File: config.mk
export PLATFORM = sky130hd
export DESIGN_NAME = xbar_eject_port_flat
export DESIGN_NICKNAME = d
export VERILOG_FILES = /design/src/rtl/xbar_eject_port_pkg.sv /design/src/rtl/xbar_eject_port_if.sv /design/src/rtl/xbar_eject_port_sat_counter16.sv /design/src/rtl/xbar_eject_port.sv /design/src/flat_wrapper.sv
export SDC_FILE = /design/constraint.sdc
export NUM_CORES = 1
export LEC_CHECK = 0
export CORE_ASPECT_RATIO = 2
export CORE_UTILIZATION = 32
export CTS_BUF_LIST = sky130_fd_sc_hd__clkbuf_8
export CTS_CLUSTER_DIAMETER = 150
export DETAILED_ROUTE_END_ITERATION = 10
export DONT_BUFFER_PORTS = 1
export GPL_TIMING_DRIVEN = 0
export PLACE_DENSITY = 0.55
export RECOVER_POWER = 100
export SKIP_LAST_GASP = 1
export SLEW_MARGIN = 0
export SYNTH_ARGS = -nofsm -noshare
export SYNTH_HDL_FRONTEND = slang
export SYNTH_SLANG_ARGS = --single-unit
File: constraint.sdc
create_clock -name clk -period 5.9 [get_ports clk]
set_input_delay 0.885 -clock clk [delete_from_list [all_inputs] [get_ports clk]]
set_output_delay 0.885 -clock clk [all_outputs]
set_load 0.005 [all_outputs]
File: src/rtl/xbar_eject_port_pkg.sv
// Shared network definitions: node count, packet format and a saturating
// increment helper used by the eject-port statistics counters.
package xbar_eject_port_pkg;

  localparam int NUM_NODES = 8;
  localparam int NODE_W    = $clog2(NUM_NODES);

  typedef struct packed {
    logic [NODE_W-1:0] src;
    logic [NODE_W-1:0] dest;
    logic [15:0]       payload;
  } pkt_t;

  function automatic logic [15:0] sat_inc16(input logic [15:0] value);
    logic [15:0] result;
    if (value == 16'hFFFF) begin
      result = value;
    end else begin
      result = value + 16'h0001;
    end
    return result;
  endfunction

endpackage

File: src/rtl/xbar_eject_port_if.sv
// Eject-port bundle: crossbar delivery, core handshake and status outputs.
interface xbar_eject_port_if
  import xbar_eject_port_pkg::*;
#(
  parameter int DEPTH = 4
) ();

  localparam int OCC_W = $clog2(DEPTH) + 1;

  pkt_t             pkt_in;
  logic             pkt_in_valid;
  pkt_t             pkt_out;
  logic             pkt_out_valid;
  logic             pkt_out_ready;
  logic             almost_full;
  logic [OCC_W-1:0] occupancy;
  logic [15:0]      drop_count;
  logic [15:0]      misroute_count;

  modport slave (
    input  pkt_in, pkt_in_valid, pkt_out_ready,
    output pkt_out, pkt_out_valid, almost_full, occupancy, drop_count, misroute_count
  );

  modport master (
    output pkt_in, pkt_in_valid, pkt_out_ready,
    input  pkt_out, pkt_out_valid, almost_full, occupancy, drop_count, misroute_count
  );

endinterface

File: src/rtl/xbar_eject_port_sat_counter16.sv
// 16-bit event counter that sticks at 16'hFFFF instead of wrapping.
module sat_counter16
  import xbar_eject_port_pkg::*;
(
  input  logic        clk,
  input  logic        reset,
  input  logic        inc,
  output logic [15:0] count
);

  logic [15:0] count_d;
  logic [15:0] count_q;

  // next count
  always_comb begin
    if (inc) begin
      count_d = sat_inc16(count_q);
    end else begin
      count_d = count_q;
    end
  end

  // count register
  always_ff @(posedge clk) begin
    if (reset) begin
      count_q <= 16'h0000;
    end else begin
      count_q <= count_d;
    end
  end

  assign count = count_q;

endmodule

File: src/rtl/xbar_eject_port.sv
// Crossbar ejection port: a non-stallable ingress feeding a small FIFO to the
// core, with saturating drop and misroute statistics.
module xbar_eject_port
  import xbar_eject_port_pkg::*;
#(
  parameter int NODE_ID = 0,
  parameter int DEPTH   = 4
) (
  input  logic              clk,
  input  logic              reset,
  xbar_eject_port_if.slave  port
);

  localparam int PTR_W = $clog2(DEPTH);
  localparam int OCC_W = PTR_W + 1;

  pkt_t             mem_d [DEPTH];
  pkt_t             mem_q [DEPTH];
  logic [PTR_W-1:0] wr_ptr_d, wr_ptr_q;
  logic [PTR_W-1:0] rd_ptr_d, rd_ptr_q;
  logic [OCC_W-1:0] occ_d, occ_q;

  logic dest_match_s;
  logic not_empty_s;
  logic pop_s;
  logic push_s;
  logic drop_inc_s;
  logic misroute_inc_s;

  // Push is allowed on a full queue when the head leaves in the same cycle,
  // which is why the queue is built inline rather than from a library FIFO.
  always_comb begin
    dest_match_s   = (port.pkt_in.dest == NODE_W'(NODE_ID));
    not_empty_s    = (occ_q != {OCC_W{1'b0}});
    pop_s          = not_empty_s && port.pkt_out_ready;
    push_s         = port.pkt_in_valid && dest_match_s &&
                     ((occ_q < OCC_W'(DEPTH)) || pop_s);
    drop_inc_s     = port.pkt_in_valid && dest_match_s && !push_s;
    misroute_inc_s = port.pkt_in_valid && !dest_match_s;
  end

  // next pointers, occupancy and storage
  always_comb begin
    mem_d = mem_q;
    if (push_s) begin
      mem_d[wr_ptr_q] = port.pkt_in;
      wr_ptr_d        = wr_ptr_q + {{(PTR_W-1){1'b0}}, 1'b1};
    end else begin
      wr_ptr_d        = wr_ptr_q;
    end
    if (pop_s) begin
      rd_ptr_d = rd_ptr_q + {{(PTR_W-1){1'b0}}, 1'b1};
    end else begin
      rd_ptr_d = rd_ptr_q;
    end
    case ({push_s, pop_s})
      2'b10:   occ_d = occ_q + {{(OCC_W-1){1'b0}}, 1'b1};
      2'b01:   occ_d = occ_q - {{(OCC_W-1){1'b0}}, 1'b1};
      default: occ_d = occ_q;
    endcase
  end

  // queue state registers
  always_ff @(posedge clk) begin
    if (reset) begin
      wr_ptr_q <= {PTR_W{1'b0}};
      rd_ptr_q <= {PTR_W{1'b0}};
      occ_q    <= {OCC_W{1'b0}};
      for (int i = 0; i < DEPTH; i++) begin
        mem_q[i] <= '0;
      end
    end else begin
      wr_ptr_q <= wr_ptr_d;
      rd_ptr_q <= rd_ptr_d;
      occ_q    <= occ_d;
      mem_q    <= mem_d;
    end
  end

  // Outputs depend on registered state only; an empty queue presents zeros.
  always_comb begin
    port.pkt_out_valid = not_empty_s;
    port.almost_full   = (occ_q >= OCC_W'(DEPTH - 1));
    port.occupancy     = occ_q;
    if (not_empty_s) begin
      port.pkt_out = mem_q[rd_ptr_q];
    end else begin
      port.pkt_out = '0;
    end
  end

  sat_counter16 u_drop_cnt (
    .clk   (clk),
    .reset (reset),
    .inc   (drop_inc_s),
    .count (port.drop_count)
  );

  sat_counter16 u_misroute_cnt (
    .clk   (clk),
    .reset (reset),
    .inc   (misroute_inc_s),
    .count (port.misroute_count)
  );

endmodule
File: src/flat_wrapper.sv
// flat-port wrapper written by rule: the top's interface ports become plain ports
module xbar_eject_port_flat import xbar_eject_port_pkg::*;
#(
  parameter int NODE_ID = 0,
  parameter int DEPTH   = 4
)
  (clk, reset, port_pkt_in, port_pkt_in_valid, port_pkt_out_ready, port_pkt_out, port_pkt_out_valid, port_almost_full, port_occupancy, port_drop_count, port_misroute_count);
  xbar_eject_port_if #(.DEPTH(DEPTH)) port_i ();
  input  logic clk;
  input  logic reset;
  input wire logic [$bits(port_i.pkt_in)-1:0] port_pkt_in;
  input wire logic [$bits(port_i.pkt_in_valid)-1:0] port_pkt_in_valid;
  input wire logic [$bits(port_i.pkt_out_ready)-1:0] port_pkt_out_ready;
  output wire logic [$bits(port_i.pkt_out)-1:0] port_pkt_out;
  output wire logic [$bits(port_i.pkt_out_valid)-1:0] port_pkt_out_valid;
  output wire logic [$bits(port_i.almost_full)-1:0] port_almost_full;
  output wire logic [$bits(port_i.occupancy)-1:0] port_occupancy;
  output wire logic [$bits(port_i.drop_count)-1:0] port_drop_count;
  output wire logic [$bits(port_i.misroute_count)-1:0] port_misroute_count;
  assign port_i.pkt_in = port_pkt_in;
  assign port_i.pkt_in_valid = port_pkt_in_valid;
  assign port_i.pkt_out_ready = port_pkt_out_ready;
  assign port_pkt_out = port_i.pkt_out;
  assign port_pkt_out_valid = port_i.pkt_out_valid;
  assign port_almost_full = port_i.almost_full;
  assign port_occupancy = port_i.occupancy;
  assign port_drop_count = port_i.drop_count;
  assign port_misroute_count = port_i.misroute_count;
  xbar_eject_port #(.NODE_ID(NODE_ID), .DEPTH(DEPTH)) u_core (.clk(clk), .reset(reset), .port(port_i));
endmodule
* Word level (Yosys, flattened, before mapping)
Cells that the tools add are included.
** Word-level totals
- Memory bits (writable) :: 0
- ROM bits :: 0
- Flip-flop bits (word level) :: 127
- Bits in latches :: 0
- Word-level logic and storage cells :: 58
- Bits of input ports :: 26
- Memories :: 0
** Cells by class
- Add/subtract/negate cells :: 6
- Eq/ne operators :: 4
- Reductions and logical operators :: 14
- $mul :: 0
- Shift operators :: 0
- Mux-type cells :: 8
- Magnitude comparators :: 5
- Bitwise gates (word level) :: 4
- Div/mod/pow operators :: 0
** Operator list (count)
- 88-bit bitwise mux :: 1
- 22-bit 2-to-1 mux :: 4
- 22-bit binary-select mux with 2-bit select :: 1
- 22-bit demux with 2-bit select :: 1
- 16-bit by 1-bit adder with 16-bit output, second input constant :: 2
- 16-bit equality test, second input constant :: 2
- 3-bit greater-or-equal comparator, second input constant :: 2
- 1-bit logical AND :: 6
- 2-bit NOT with 3-bit output :: 2
- 3-bit case mux with 2 select lines :: 1
- 2-bit by 1-bit adder with 2-bit output, second input constant :: 2
- 2-bit AND reduction :: 2
- 3-bit by 1-bit adder with 3-bit output, second input constant :: 1
- 3-bit by 2-bit greater-or-equal comparator with 1-bit output, second input constant :: 1
- 3-bit zero test :: 1
- 3-bit by 1-bit less-than comparator with 1-bit output, second input constant :: 1
- 3-bit less-than comparator, second input constant :: 1
- 3-bit nonzero test :: 1
- 3-bit by 1-bit subtractor with 3-bit output, second input constant :: 1
- 2-bit by 1-bit equality test with 1-bit output, second input constant :: 1
- 2-bit equality test, second input constant :: 1
- 1-bit zero test :: 2
- 1-bit NOT :: 2
- 2-bit nonzero test :: 1
- 1-bit logical OR :: 1

* Longest topological paths before layout
Gate-level depths: netlist of the first run.
- Depth in word-level cells :: 7
- Depth in mapped cells :: 9
- Depth with buffers taken out :: 8

* Hierarchy
From an unflattened synthesis of the first run, not the netlist that was laid out.
** Unflattened totals
- Cell total of the unflattened synthesis :: 591
- Area total of the unflattened synthesis :: 6134.6 um^2
** Modules (own cells, without submodules)
- xbar_eject_port :: cells an instance 399, times used 1, area an instance 4468.0 um^2
- sat_counter16 :: cells an instance 96, times used 2, area an instance 833.3 um^2

* Worst setup path before layout of the first run
No wires, ideal clock.
- Path type :: input-to-reg
- Start :: input port port_pkt_in[16]
- End :: register u_core.occ_q[2], in the netlist u_core.port.occupancy[2]
- Stages :: 9
- Path slack :: 3.352 ns
- Library setup time :: 0.070 ns
- Path buffers :: 1
- Arrival time :: 2.477 ns
- Data required time :: 5.830 ns
- Cell sequence :: nor4b_4 -> buf_2 -> nand2_1 -> ha_1 -> inv_1 -> fa_1 -> xor2_1 -> or3_1 -> a21oi_1
** Between the ends
- Cells in the longest elaborated chain, start to end :: 5
** Ends and longest elaborated chain
- start: declaration :: line flat_wrapper.sv:11 : input wire logic [$bits(port_i.pkt_in)-1:0] port_pkt_in;
- 3-bit zero test * :: line xbar_eject_port.sv:33 : dest_match_s = (port.pkt_in.dest == NODE_W'(NODE_ID));
- 1-bit logical AND * (2 in a row) :: line xbar_eject_port.sv:36 : push_s = port.pkt_in_valid && dest_match_s &&
- 2-bit by 1-bit equality test with 1-bit output / 2-bit equality test (equally long branches) :: line xbar_eject_port.sv:56 : case ({push_s, pop_s})
- 3-bit case mux with 2 select lines / 2-bit nonzero test (equally long branches)
- end signal: assignment :: line xbar_eject_port.sv:68 : occ_q <= {OCC_W{1'b0}};
- end: declaration :: line xbar_eject_port.sv:21 : logic [OCC_W-1:0] occ_d, occ_q;
Every way passes the cells marked *; elsewhere a longest branch is shown, timed or not.
A chain may end at the register's enable or synchronous reset.

* Worst setup path after layout of the first run
- Start :: register u_core.rd_ptr_q[0]
- End :: output port port_pkt_out[7]
** Between the ends
- Cells in the longest elaborated chain, start to end :: 5
** Ends and longest elaborated chain
- start: declaration :: line xbar_eject_port.sv:20 : logic [PTR_W-1:0] rd_ptr_d, rd_ptr_q;
- start signal: assignment :: line xbar_eject_port.sv:67 : rd_ptr_q <= {PTR_W{1'b0}};
- start signal: assignment :: line xbar_eject_port.sv:74 : rd_ptr_q <= rd_ptr_d;
- 2-bit NOT with 3-bit output (not written as such) :: line xbar_eject_port.sv:86 : port.pkt_out = mem_q[rd_ptr_q];
- 22-bit binary-select mux with 2-bit select :: line xbar_eject_port.sv:86
- 22-bit 2-to-1 mux (not written as such) (2 in a row) :: line xbar_eject_port.sv:86
- 22-bit 2-to-1 mux :: line xbar_eject_port.sv:85 : if (not_empty_s) begin
- end: declaration :: line flat_wrapper.sv:14 : output wire logic [$bits(port_i.pkt_out)-1:0] port_pkt_out;
No other way between the ends. The select of a mux whose other input is x is not followed.

==> run_results.csv, run 1 <==
group,metric,value,unit
timing,maxSlewViolCount,0,
clocking,cts.reportedPaths.clkPinSlew,70,ps
critical_path,crit_path_top_delay_cell,"sky130_fd_sc_hd__clkbuf_1",
timing,share_of_the_clock_period_used_by_the_worst_path_after_layout,67.96,%
yosys,syn-num-nets,692,
die,die_y,191.0,um
global_route,global_route.usage.total,19.68,%
cells_and_area,flow.area_growth_from_synthesis,10.39,%
critical_path,crit_arrival,3120,ps
timing,max_freq,249.4,MHz
hold_path,min_path_type,"register to register",
yosys,post_synth_num_cell_types,39,
timing,worstMarginPinSlew,1209,ps
critical_path,cpPeakStageDelay,680,ps
status,status,"finished clean",
timing,minimum_clock_period_after_layout,4010,ps
clocking,max-clock-path-buffers,2,
global_route,wire_length_of_the_first_global_routing_pass,26710,um
critical_path,path_class,"register to primary output",
yosys,average_size_of_a_mapped_cell,8.690,um^2
yosys,yosysWarnings,0,
timing,max_slew_margin,18.23,%
place,globalplace.congestion,0.7634,
clocking,clock-sinks,127,
cells_and_area,area_of_the_multi_input_gates,0.002952,mm^2
global_route,grt_pass1_vias,5050,
global_route,grt_antenna_before_repair,0,
critical_path,cpLargestDelayFamily,"buffers and inverters",
cells_and_area,n_fill_cell,1847,
clocking,cts_root_buf,"sky130_fd_sc_hd__clkbuf_8",
detailed_routing,average_routed_wire_per_standard_cell,18.95,um
detailed_routing,initialDrtViolationCount,334,
pwr,power.ir.vdd_worst,0.1453,mV
clocking,cts_max_level,4,
clocking,cts_buffers,17,
critical_path,reg2regPathDepth,6,
cells_and_area,layout-drive-gt1-share,9.607,%
timing,setup_violations_final,0,
detailed_routing,detailroute.via_count,4898,
timing,fin_skew,13.29,ps
yosys,postSynthRegisterBits,127,
clocking,cts_tree,"yes",
clocking,postCtsResizedCells,0,
cells_and_area,final-seq-area,0.002542,mm^2
detailed_routing,postRouteWirelength,17000,um
yosys,share_of_synthesized_area_occupied_by_flip_flops_and_latches,44.46,%
die,die_w,96.52,um
detailed_routing,detail_route.vias_per_cell,5.460,
clocking,cts.repair_timing.setup_buffer_count,0,
critical_path,critical_path.n_buffers_inverters,3,
detailed_routing,drcViolationCount,0,
hold_path,worstHoldPathCells,2,
critical_path,crit_chain,"clkbuf_1, clkbuf_1, clkbuf_1, mux4_2, and2_0",
pwr,static_leakage_power,1.959,nW
die,fp-row-count,68,
global_route,global_route_congestion_overflow_total,0,
yosys,netlist_instances,658,
clocking,post_cts_hold_buffer_count,0,
global_route,grt_start_max_net_pins,17,
cells_and_area,nNetsFinal,711,
place,hpwl,12500,um
die,die_area,0.01844,mm^2
timing,holdWs,452.4,ps
detailed_routing,antenna_left,0,
cells_and_area,diodes,0,
critical_path,cp_max_fo,10,
die,floorplan.core_area,0.01736,mm^2
critical_path,worstPathRequired,5020,ps
die,start_util,32.94,%
pwr,power_per_cell_area,268.1,mW/mm^2
critical_path,timing.critical_path.to_type,"primary output",
timing,totalNegativeSetupSlack,0,ps
clocking,insertion_delay,440,ps
detailed_routing,detailedRoute.firstPassIterationCount,5,
yosys,netlist_area,0.005718,mm^2
timing,finalHoldViolCount,0,
critical_path,cp_num_cells,5,
critical_path,crit_path_frequent_cell,"sky130_fd_sc_hd__clkbuf_1",
timing,rsz0062_at_grt,"no",
place,port_buffers,0,
critical_path,critPathLaunchType,"register",
die,io_pins,85,
run,max_cap_viol_count,0,
[synth_stat cells (all sizes together)]
cell type | number | area share, %
dfxtp | 127 | 44
a21oi | 104 | 9.1
buf | 15 | 1.5
and2 | 26 | 2.8
nor3 | 5 | 0.44
a211oi | 2 | 0.26
dlygate4sd1 | 1 | 0.15
nor2b | 7 | 0.77
mux2i | 1 | 0.18
ha | 7 | 1.5
nand2 | 167 | 11
nor4 | 5 | 0.55
or4 | 14 | 1.9
and3 | 7 | 0.77
nor3b | 12 | 1.6
nor4b | 1 | 0.42
fa | 1 | 0.35
xor2 | 3 | 0.46
or2 | 2 | 0.22
a21o | 1 | 0.13
mux2 | 7 | 1.4
or3b | 2 | 0.31
o31ai | 15 | 2.0
or3 | 12 | 1.3
xnor2 | 2 | 0.31
and4 | 3 | 0.46
nand3 | 14 | 1.2
nand4 | 13 | 1.5
nand2b | 3 | 0.33
mux4 | 22 | 8.7
clkbuf | 24 | 1.6
inv | 7 | 0.46
nor2 | 16 | 1.1
o21ai | 10 | 0.88
[path summary, 6_finish.rpt]
kind                           start            endpoint  slack (ps)
setup reg to reg  u_core.rd_ptr_q[0]  u_core.rd_ptr_q[1]        3290
setup / recovery  u_core.rd_ptr_q[0]     port_pkt_out[7]        1890
hold reg to reg     u_core.mem_q[53]    u_core.mem_q[53]         450
hold / removal      u_core.mem_q[53]    u_core.mem_q[53]         450
[layout by cell type (no fill, tap or decap), types with 4 or more instances in the layout]
cell type	Yosys	routed
sky130_fd_sc_hd__a21oi_1	104	104
sky130_fd_sc_hd__and2_0	0	17
sky130_fd_sc_hd__and2_1	26	9
sky130_fd_sc_hd__and3_1	7	7
sky130_fd_sc_hd__clkbuf_1	24	36
sky130_fd_sc_hd__clkbuf_8	0	20
sky130_fd_sc_hd__clkinv_2	0	4
sky130_fd_sc_hd__dfxtp_1	127	127
sky130_fd_sc_hd__ha_1	7	7
sky130_fd_sc_hd__inv_1	7	9
sky130_fd_sc_hd__mux2_2	7	7
sky130_fd_sc_hd__mux4_2	22	22
sky130_fd_sc_hd__nand2_1	167	167
sky130_fd_sc_hd__nand3_1	14	14
sky130_fd_sc_hd__nand4_1	12	12
sky130_fd_sc_hd__nor2_1	16	16
sky130_fd_sc_hd__nor2b_1	7	7
sky130_fd_sc_hd__nor3_1	5	5
sky130_fd_sc_hd__nor3b_1	12	12
sky130_fd_sc_hd__nor4_1	5	5
sky130_fd_sc_hd__o21ai_0	10	10
sky130_fd_sc_hd__o31ai_1	15	15
sky130_fd_sc_hd__or3_1	12	12
sky130_fd_sc_hd__or4_1	12	12
[tightest hold or removal path, cell delays in order (launching register included)]
cell and delay, ps:
sky130_fd_sc_hd__dfxtp_1 310, sky130_fd_sc_hd__nand2_1 50, sky130_fd_sc_hd__a21oi_1 50
[power breakdown]
| group | total [W] | leakage, nW | switching (W) | internal, W |
|---|---|---|---|---|
| Clock | 0.000726 | 0.199 | 0.000330 | 0.000396 |
| Combinational | 0.0000962 | 0.737 | 0.0000669 | 0.0000293 |
| Sequential | 0.000871 | 1.02 | 0.00000652 | 0.000864 |
| Total | 0.00169 | 1.96 | 0.000403 | 0.00129 |
[stage by stage]
stage	cell area (um^2)	total power (W)	cells	setup WS, ps	util [%]
after floorplan	5718	0.0009546	658	3352	-
after global placement	5981	0.0009886	868	3003	34.46
after detailed placement	5981	0.0009904	868	2980	34.46
after CTS	6351	0.001719	897	2492	36.59
after global routing	6312	0.001760	897	1645	36.37
final	6312	0.001693	897	1890	36.37
[layout make-up]
class / count / area share, %
buffer: 40 / 2.517
tap: 210 / 4.163
clock inverter: 9 / 1.506
sequential: 127 / 40.28
multi-input combinational: 484 / 46.76
clock buffer: 20 / 4.361
inverter: 7 / 0.4163
[per-layer routing]
| layer | part of all wire, % | GRT usage [%] | up-vias |
|---|---|---|---|
| met1 | 34 | 18.63 | 2387 |
| li1 | - | - | 2338 |
| met3 | 5.2 | 4.415 | 36 |
| met2 | 57 | 37.59 | 137 |
| met4 | 3.4 | 10.07 | 0 |
| met5 | 0 | 0 | - |
[flip-flops by register name, indices dropped and copies added, names as in the netlist]
signal                       flops
u_core.mem_q                    88
u_core.port.occupancy            3
u_core.rd_ptr_q                  2
u_core.u_drop_cnt.count         16
u_core.u_misroute_cnt.count     16
u_core.wr_ptr_q                  2
[logic make-up after synthesis]
kind of cell               count (synthesis)  synth area share [%]
adders and majority gates                  8                 1.882
AOI/OAI and AO/OA                        132                 12.34
xor gates and xnor gates                   5                0.7660
DFF                                      127                 44.46
and+or+nand+nor                          309                 26.67
muxes                                     30                 10.22
buffers and inverters                     47                 3.654
Power figures use the tool's default switching activity.
==> inputs of run 2 (changes only) <==
Settings changed: PLACE_DENSITY 0.55 to 0.56.
Clock period 5.9 ns to 3.6 ns, I/O delays scaled along.
==> run 2 against run 1 <==
  * Worst hold slack lost 230 ps
  * Flip-flop and latch count is the same
  * Global-route usage shrank 0.39 points
  * Sequential power grew 64%
  * Final cell count grew 0.33%
  * Clock power grew 63%
  * Cell area grew 0.30%
  * Total power grew 63%
  * Routed wire length shrank 1.3%
  * Utilization grew 0.11 points
  * Via count shrank 0.41%
  * Worst setup slack lost 1500 ps
  * Critical endpoint is now port_pkt_out[9]
  * Largest cell class unchanged
  * Highest routed layer unchanged
==> run_results.csv, run 2 (synthesized netlist as in run 1, its figures left out) <==
group,metric,value,unit
status,status,"finished clean",
cells_and_area,area_of_the_multi_input_gates,0.002967,mm^2
global_route,grt_start_max_net_pins,17,
critical_path,crit_arrival,2670,ps
cells_and_area,registers.top_by_ff_count,"u_core.mem_q",
detailed_routing,detail_route.vias_per_cell,5.420,
global_route,grt_antenna_before_repair,0,
place,hpwl,12460,um
critical_path,crit_path_top_delay_cell,"sky130_fd_sc_hd__clkbuf_1",
detailed_routing,initialDrtViolationCount,229,
clocking,cts_max_level,4,
pwr,internal_power,0.002018,W
critical_path,reg2regPathDepth,8,
place,dpl.cell_count,868,
critical_path,critPathLaunchType,"register",
pwr,static_leakage_power,1.963,nW
global_route,global_route_congestion_overflow_total,0,
timing,setup_violations_final,0,
place,globalplace.congestion,0.8360,
clocking,cts.repair_timing.setup_buffer_count,0,
timing,holdWs,220.0,ps
cells_and_area,n_fill_cell,1865,
clocking,cts_tree,"yes",
critical_path,r2r_end,"u_core.port.occupancy[2]",
critical_path,regToRegStartpoint,"u_core.port.occupancy[2]",
critical_path,reg_to_reg_setup_timing_slack,1160,ps
detailed_routing,drcViolationCount,0,
global_route,global_route.usage.total,19.29,%
pwr,power_frac_clock,42.7,%
hold_path,worstHoldPathCells,2,
timing,share_of_the_clock_period_used_by_the_worst_path_after_layout,89.04,%
die,die_area,0.01844,mm^2
global_route,wire_length_of_the_first_global_routing_pass,26220,um
timing,rsz0062_at_grt,"no",
pwr,sequentialPowerShare,51.7,%
critical_path,crit_path_frequent_cell,"sky130_fd_sc_hd__buf_2",
detailed_routing,antenna_left,0,
detailed_routing,average_routed_wire_per_standard_cell,18.65,um
clocking,cts_buffers,17,
critical_path,cpLargestDelayFamily,"buffers and inverters",
cells_and_area,largest_reg_flops,88,
timing,max_slew_margin,29.00,%
timing,worstMarginPinSlew,1055,ps
die,fp-row-count,68,
die,io_pins,85,
critical_path,worstSetupStartpoint,"u_core.rd_ptr_q[0]",
critical_path,cp_max_fo,10,
place,port_buffers,0,
cells_and_area,flow.area_growth_from_synthesis,10.72,%
critical_path,timing.critical_path.to_type,"primary output",
cells_and_area,final-seq-area,0.002542,mm^2
place,postPlaceCellArea,0.005981,mm^2
pwr,p_sw,0.0007421,W
hold_path,hold_path_startpoint,"port_pkt_in[12]",
clocking,post_cts_hold_buffer_count,0,
pwr,swShare,26.88,%
hold_path,timing.hold.worst_endpoint,"u_core.mem_q[34]",
die,die_y,191.0,um
critical_path,critical_path.n_buffers_inverters,3,
clocking,insertion_delay,440,ps
die,start_util,32.94,%
critical_path,crit_chain,"buf_2, clkbuf_1, buf_2, mux4_2, and2_0",
run,max_cap_viol_count,0,
timing,maxSlewViolCount,0,
cells_and_area,commonest_non_fill_non_tap_cells_in_the_layout,"sky130_fd_sc_hd__nand2_1 (167), sky130_fd_sc_hd__dfxtp_1 (127), sky130_fd_sc_hd__a21oi_1 (104)",
cells_and_area,nNetsFinal,711,
place,pre_cts_ws,1026,ps
cells_and_area,layout-drive-gt1-share,10.72,%
clocking,max-clock-path-buffers,2,
timing,totalNegativeSetupSlack,0,ps
clocking,cts.reportedPaths.clkPinSlew,90,ps
timing,max_freq,312.0,MHz
pwr,power.ir.vdd_worst,0.2302,mV
global_route,grt_pass1_vias,4936,
clocking,clock-sinks,127,
timing,finalHoldViolCount,0,
detailed_routing,postRouteWirelength,16790,um
cells_and_area,diodes,0,
clocking,postCtsResizedCells,0,
clocking,cts_root_buf,"sky130_fd_sc_hd__clkbuf_8",
critical_path,worstPathRequired,3060,ps
detailed_routing,detailedRoute.firstPassIterationCount,5,
cells_and_area,final_cell_area,0.006331,mm^2
pwr,power_frac_comb,5.6,%
timing,fin_skew,12.93,ps
cells_and_area,filler_free_cell_count_of_the_finished_design,900,
pwr,power_per_cell_area,436.0,mW/mm^2
critical_path,path_class,"register to primary output",
die,floorplan.core_area,0.01736,mm^2
timing,minimum_clock_period_after_layout,3206,ps
detailed_routing,detailroute.via_count,4878,
hold_path,min_path_type,"primary input to register",
critical_path,cpPeakStageDelay,670,ps
die,die_w,96.52,um
cells_and_area,commonest_non_fill_non_tap_cell_in_the_layout,"sky130_fd_sc_hd__nand2_1",
timing,post-route-worst-setup-slack,394.4,ps
## run 2: cell types whose count changed in the layout (fill, tap and decap cells not counted), sizes merged
| cell | change |
|---|---|
| clkinvlp | +2 |
| clkbuf | -6 |
| inv | +5 |
| dlygate4sd1 | +1 |
| buf | +3 |
| bufinv | -1 |
| dlygate4sd2 | -1 |
## run 2: layer usage
metal	track usage, %	vias to the layer above	routed length, um
li1	-	2349	-
met1	18.47	2358	5752
met2	36.76	128	9668
met3	4.097	43	822
met4	9.955	0	542
met5	0	-	0
## run 2: area by class of cell
cell class | instances | share of cell area (%)
buffer | 40 | 2.569
clock buffer | 17 | 3.696
clock inverter | 15 | 2.154
inverter | 7 | 0.4150
multi-input combinational | 484 | 46.86
sequential | 127 | 40.16
tap | 210 | 4.150
## run 2: worst max-delay path by stage
stage,end,depth (start not counted)
6_report,port_pkt_out[9],5
5_1_grt,port_pkt_out[9],5
4_1_cts,port_pkt_out[2],5
3_5_place_dp,port_pkt_out[2],5
3_3_place_gp,port_pkt_out[2],5
2_1_floorplan,u_core.port.occupancy[2],9
## run 2: power groups by stage
stage / Combinational (W) / Sequential, W / Clock (W)
floorplan: 0.000109 / 0.00146 / 0
global placement: 0.000158 / 0.00146 / 0
detailed placement: 0.000162 / 0.00146 / 0
CTS: 0.000163 / 0.00143 / 0.00121
global route: 0.000173 / 0.00143 / 0.00128
finish: 0.000155 / 0.00143 / 0.00118
## run 2: worst reg2reg max path, delay by kind of cell, from the launching register on
| family | cells | cell delay (ps) |
|---|---|---|
| XOR/XNOR | 1 | 160 |
| flip-flops | 1 | 520 |
| AND/OR/NAND/NOR | 3 | 910 |
| AO/OA/AOI/OAI | 1 | 140 |
| adder cells (fa/ha/maj) | 2 | 570 |
| buffers and inverters | 1 | 60 |
## run 2: metrics by stage
stage / utilization (%) / power, W
floorplan: - / 0.001565
global placement: 34.46 / 0.001617
detailed placement: 34.46 / 0.001622
CTS: 36.59 / 0.002796
global route: 36.48 / 0.002876
finish: 36.48 / 0.002761
==> inputs of run 3 (changes only) <==
Settings changed: REMOVE_ABC_BUFFERS from default to 1.
==> run 3 against run 2 <==
  * Utilization decreased by 0.63 points
  * Clock power grew 10%
  * Register-to-register slack got worse by 370 ps
  * Critical path type is now register to register
  * Largest cell class unchanged
==> run_results.csv, run 3 (synthesized netlist as in run 1, its figures left out) <==
group,metric,value,unit
cells_and_area,filler_free_cell_count_of_the_finished_design,861,
die,fp-row-count,68,
global_route,grt_antenna_before_repair,0,
clocking,cts_tree,"yes",
timing,post-route-worst-setup-slack,787.3,ps
detailed_routing,wl_met3,871,um
clocking,max-clock-path-buffers,2,
detailed_routing,wirelength_met1,5474,um
cells_and_area,largest_reg_flops,88,
die,start_util,32.94,%
clocking,clock-sinks,127,
cells_and_area,n_fill_cell,1841,
place,globalplace.congestion,0.7058,
pwr,internal_power,0.002156,W
die,die_area,0.01844,mm^2
timing,worstMarginPinSlew,1156,ps
timing,rsz0062_at_grt,"no",
pwr,power_per_cell_area,455.7,mW/mm^2
timing,max_slew_margin,22.96,%
timing,finalHoldViolCount,0,
global_route,wire_length_of_the_first_global_routing_pass,24180,um
place,pre_cts_ws,754.4,ps
cells_and_area,nNetsFinal,672,
detailed_routing,detailedRoute.firstPassIterationCount,5,
pwr,power_frac_clock,45.8,%
clocking,cts_buffers,17,
place,port_buffers,0,
critical_path,timing.critical_path.to,"u_core.port.occupancy[2]",
pwr,power_frac_comb,3.2,%
timing,maxSlewViolCount,0,
critical_path,reg_to_reg_setup_timing_slack,790,ps
hold_path,worstHoldPathCells,1,
global_route,grt_start_max_net_pins,136,
timing,share_of_the_clock_period_used_by_the_worst_path_after_layout,78.13,%
die,die_y,191.0,um
cells_and_area,diodes,0,
cells_and_area,layout-drive-gt1-share,11.06,%
global_route,grt_pass1_vias,4871,
detailed_routing,initialDrtViolationCount,195,
pwr,power.ir.vdd_worst,0.2006,mV
pwr,sequentialPowerShare,51.0,%
pwr,static_leakage_power,1.899,nW
detailed_routing,highest_layer,"met4",
detailed_routing,average_routed_wire_per_standard_cell,17.59,um
die,floorplan.core_area,0.01736,mm^2
detailed_routing,detailroute.via_count,4721,
cells_and_area,registers.top_by_ff_count,"u_core.mem_q",
critical_path,reg2regPathDepth,8,
timing,max_freq,355.5,MHz
place,hpwl,9753,um
critical_path,regToRegStartpoint,"u_core.port.occupancy[2]",
die,io_pins,85,
cells_and_area,commonest_non_fill_non_tap_cells_in_the_layout,"sky130_fd_sc_hd__nand2_1 (167), sky130_fd_sc_hd__dfxtp_1 (125), sky130_fd_sc_hd__a21oi_1 (104)",
timing,setup_violations_final,0,
status,status,"finished clean",
clocking,insertion_delay,440,ps
clocking,cts_root_buf,"sky130_fd_sc_hd__clkbuf_8",
clocking,cts_max_level,4,
clocking,cts.repair_timing.setup_buffer_count,0,
critical_path,r2r_end,"u_core.port.occupancy[2]",
timing,minimum_clock_period_after_layout,2813,ps
critical_path,cp_max_fo,25,
place,dpl.cell_count,829,
detailed_routing,routed-wl-met2,8510,um
detailed_routing,drcViolationCount,0,
critical_path,critPathLaunchType,"register",
pwr,swShare,23.97,%
detailed_routing,antenna_left,0,
timing,fin_skew,16.22,ps
clocking,cts.reportedPaths.clkPinSlew,80,ps
critical_path,worstSetupStartpoint,"u_core.port.occupancy[2]",
cells_and_area,flow.area_growth_from_synthesis,8.818,%
critical_path,crit_arrival,3170,ps
hold_path,min_path_type,"primary input to register",
critical_path,timing.critical_path.to_type,"register",
global_route,global_route_congestion_overflow_total,0,
clocking,post_cts_hold_buffer_count,0,
pwr,p_sw,0.0006795,W
critical_path,worstPathRequired,3960,ps
global_route,global_route.usage.total,17.25,%
cells_and_area,commonest_non_fill_non_tap_cell_in_the_layout,"sky130_fd_sc_hd__nand2_1",
detailed_routing,postRouteWirelength,15150,um
detailed_routing,detail_route.vias_per_cell,5.483,
run,max_cap_viol_count,0,
clocking,postCtsResizedCells,0,
critical_path,path_class,"register to register",
timing,totalNegativeSetupSlack,0,ps
die,die_w,96.52,um
-- run 3: stage by stage --
step	area [um^2]	hold WS, ps	power, W	util [%]
floorplan	5535	427.1	0.001537	-
global placement	5798	432.6	0.001568	33.41
detailed placement	5814	439.3	0.001573	33.50
CTS	6227	135.2	0.002874	35.88
global route	6222	146.9	0.002935	35.85
finish	6222	176.6	0.002835	35.85
-- run 3: worst min path at each step --
stage,slack [ps],startpoint,to
floorplan,430,u_core.mem_q[22],u_core.mem_q[22]
global placement,430,u_core.mem_q[53],u_core.mem_q[53]
detailed placement,440,u_core.mem_q[52],u_core.mem_q[52]
CTS,140,reset,u_core.u_misroute_cnt.count[15]
global route,150,reset,u_core.u_misroute_cnt.count[7]
finish,180,reset,u_core.u_misroute_cnt.count[7]
-- run 3: area by class of cell --
cell class / count / area, um^2 / share of cell area, %
Clock inverter: 14 / 165.2 / 2.654
Inverter: 7 / 26.28 / 0.4223
Timing Repair Buffer: 1 / 3.754 / 0.06033
Tap cell: 210 / 262.8 / 4.223
Clock buffer: 18 / 247.7 / 3.982
Multi-Input combinational cell: 484 / 2972 / 47.76
Sequential cell: 127 / 2545 / 40.90
-- run 3: metal layers --
layer	GRT usage [%]	up-vias
li1	-	2266
met1	16.61	2301
met2	32.75	135
met3	4.455	19
met4	7.805	0
met5	0	-
-- run 3: critical path, cell delays in order (launching register included) --
cell and delay, ps:
sky130_fd_sc_hd__dfxtp_1 470, sky130_fd_sc_hd__or3_1 760, sky130_fd_sc_hd__and2_0 280, sky130_fd_sc_hd__ha_1 200, sky130_fd_sc_hd__inv_1 60, sky130_fd_sc_hd__fa_1 370
sky130_fd_sc_hd__xor2_1 160, sky130_fd_sc_hd__or3_1 300, sky130_fd_sc_hd__a21oi_1 140
-- run 3: power by group through the flow --
stage | combinational [W] | sequential, W | clock [W]
finish | 0.0000914 | 0.00145 | 0.00130
global route | 0.000103 | 0.00145 | 0.00138
CTS | 0.0000939 | 0.00145 | 0.00133
detailed placement | 0.0000934 | 0.00148 | 0
global placement | 0.0000901 | 0.00148 | 0
floorplan | 0.0000688 | 0.00147 | 0
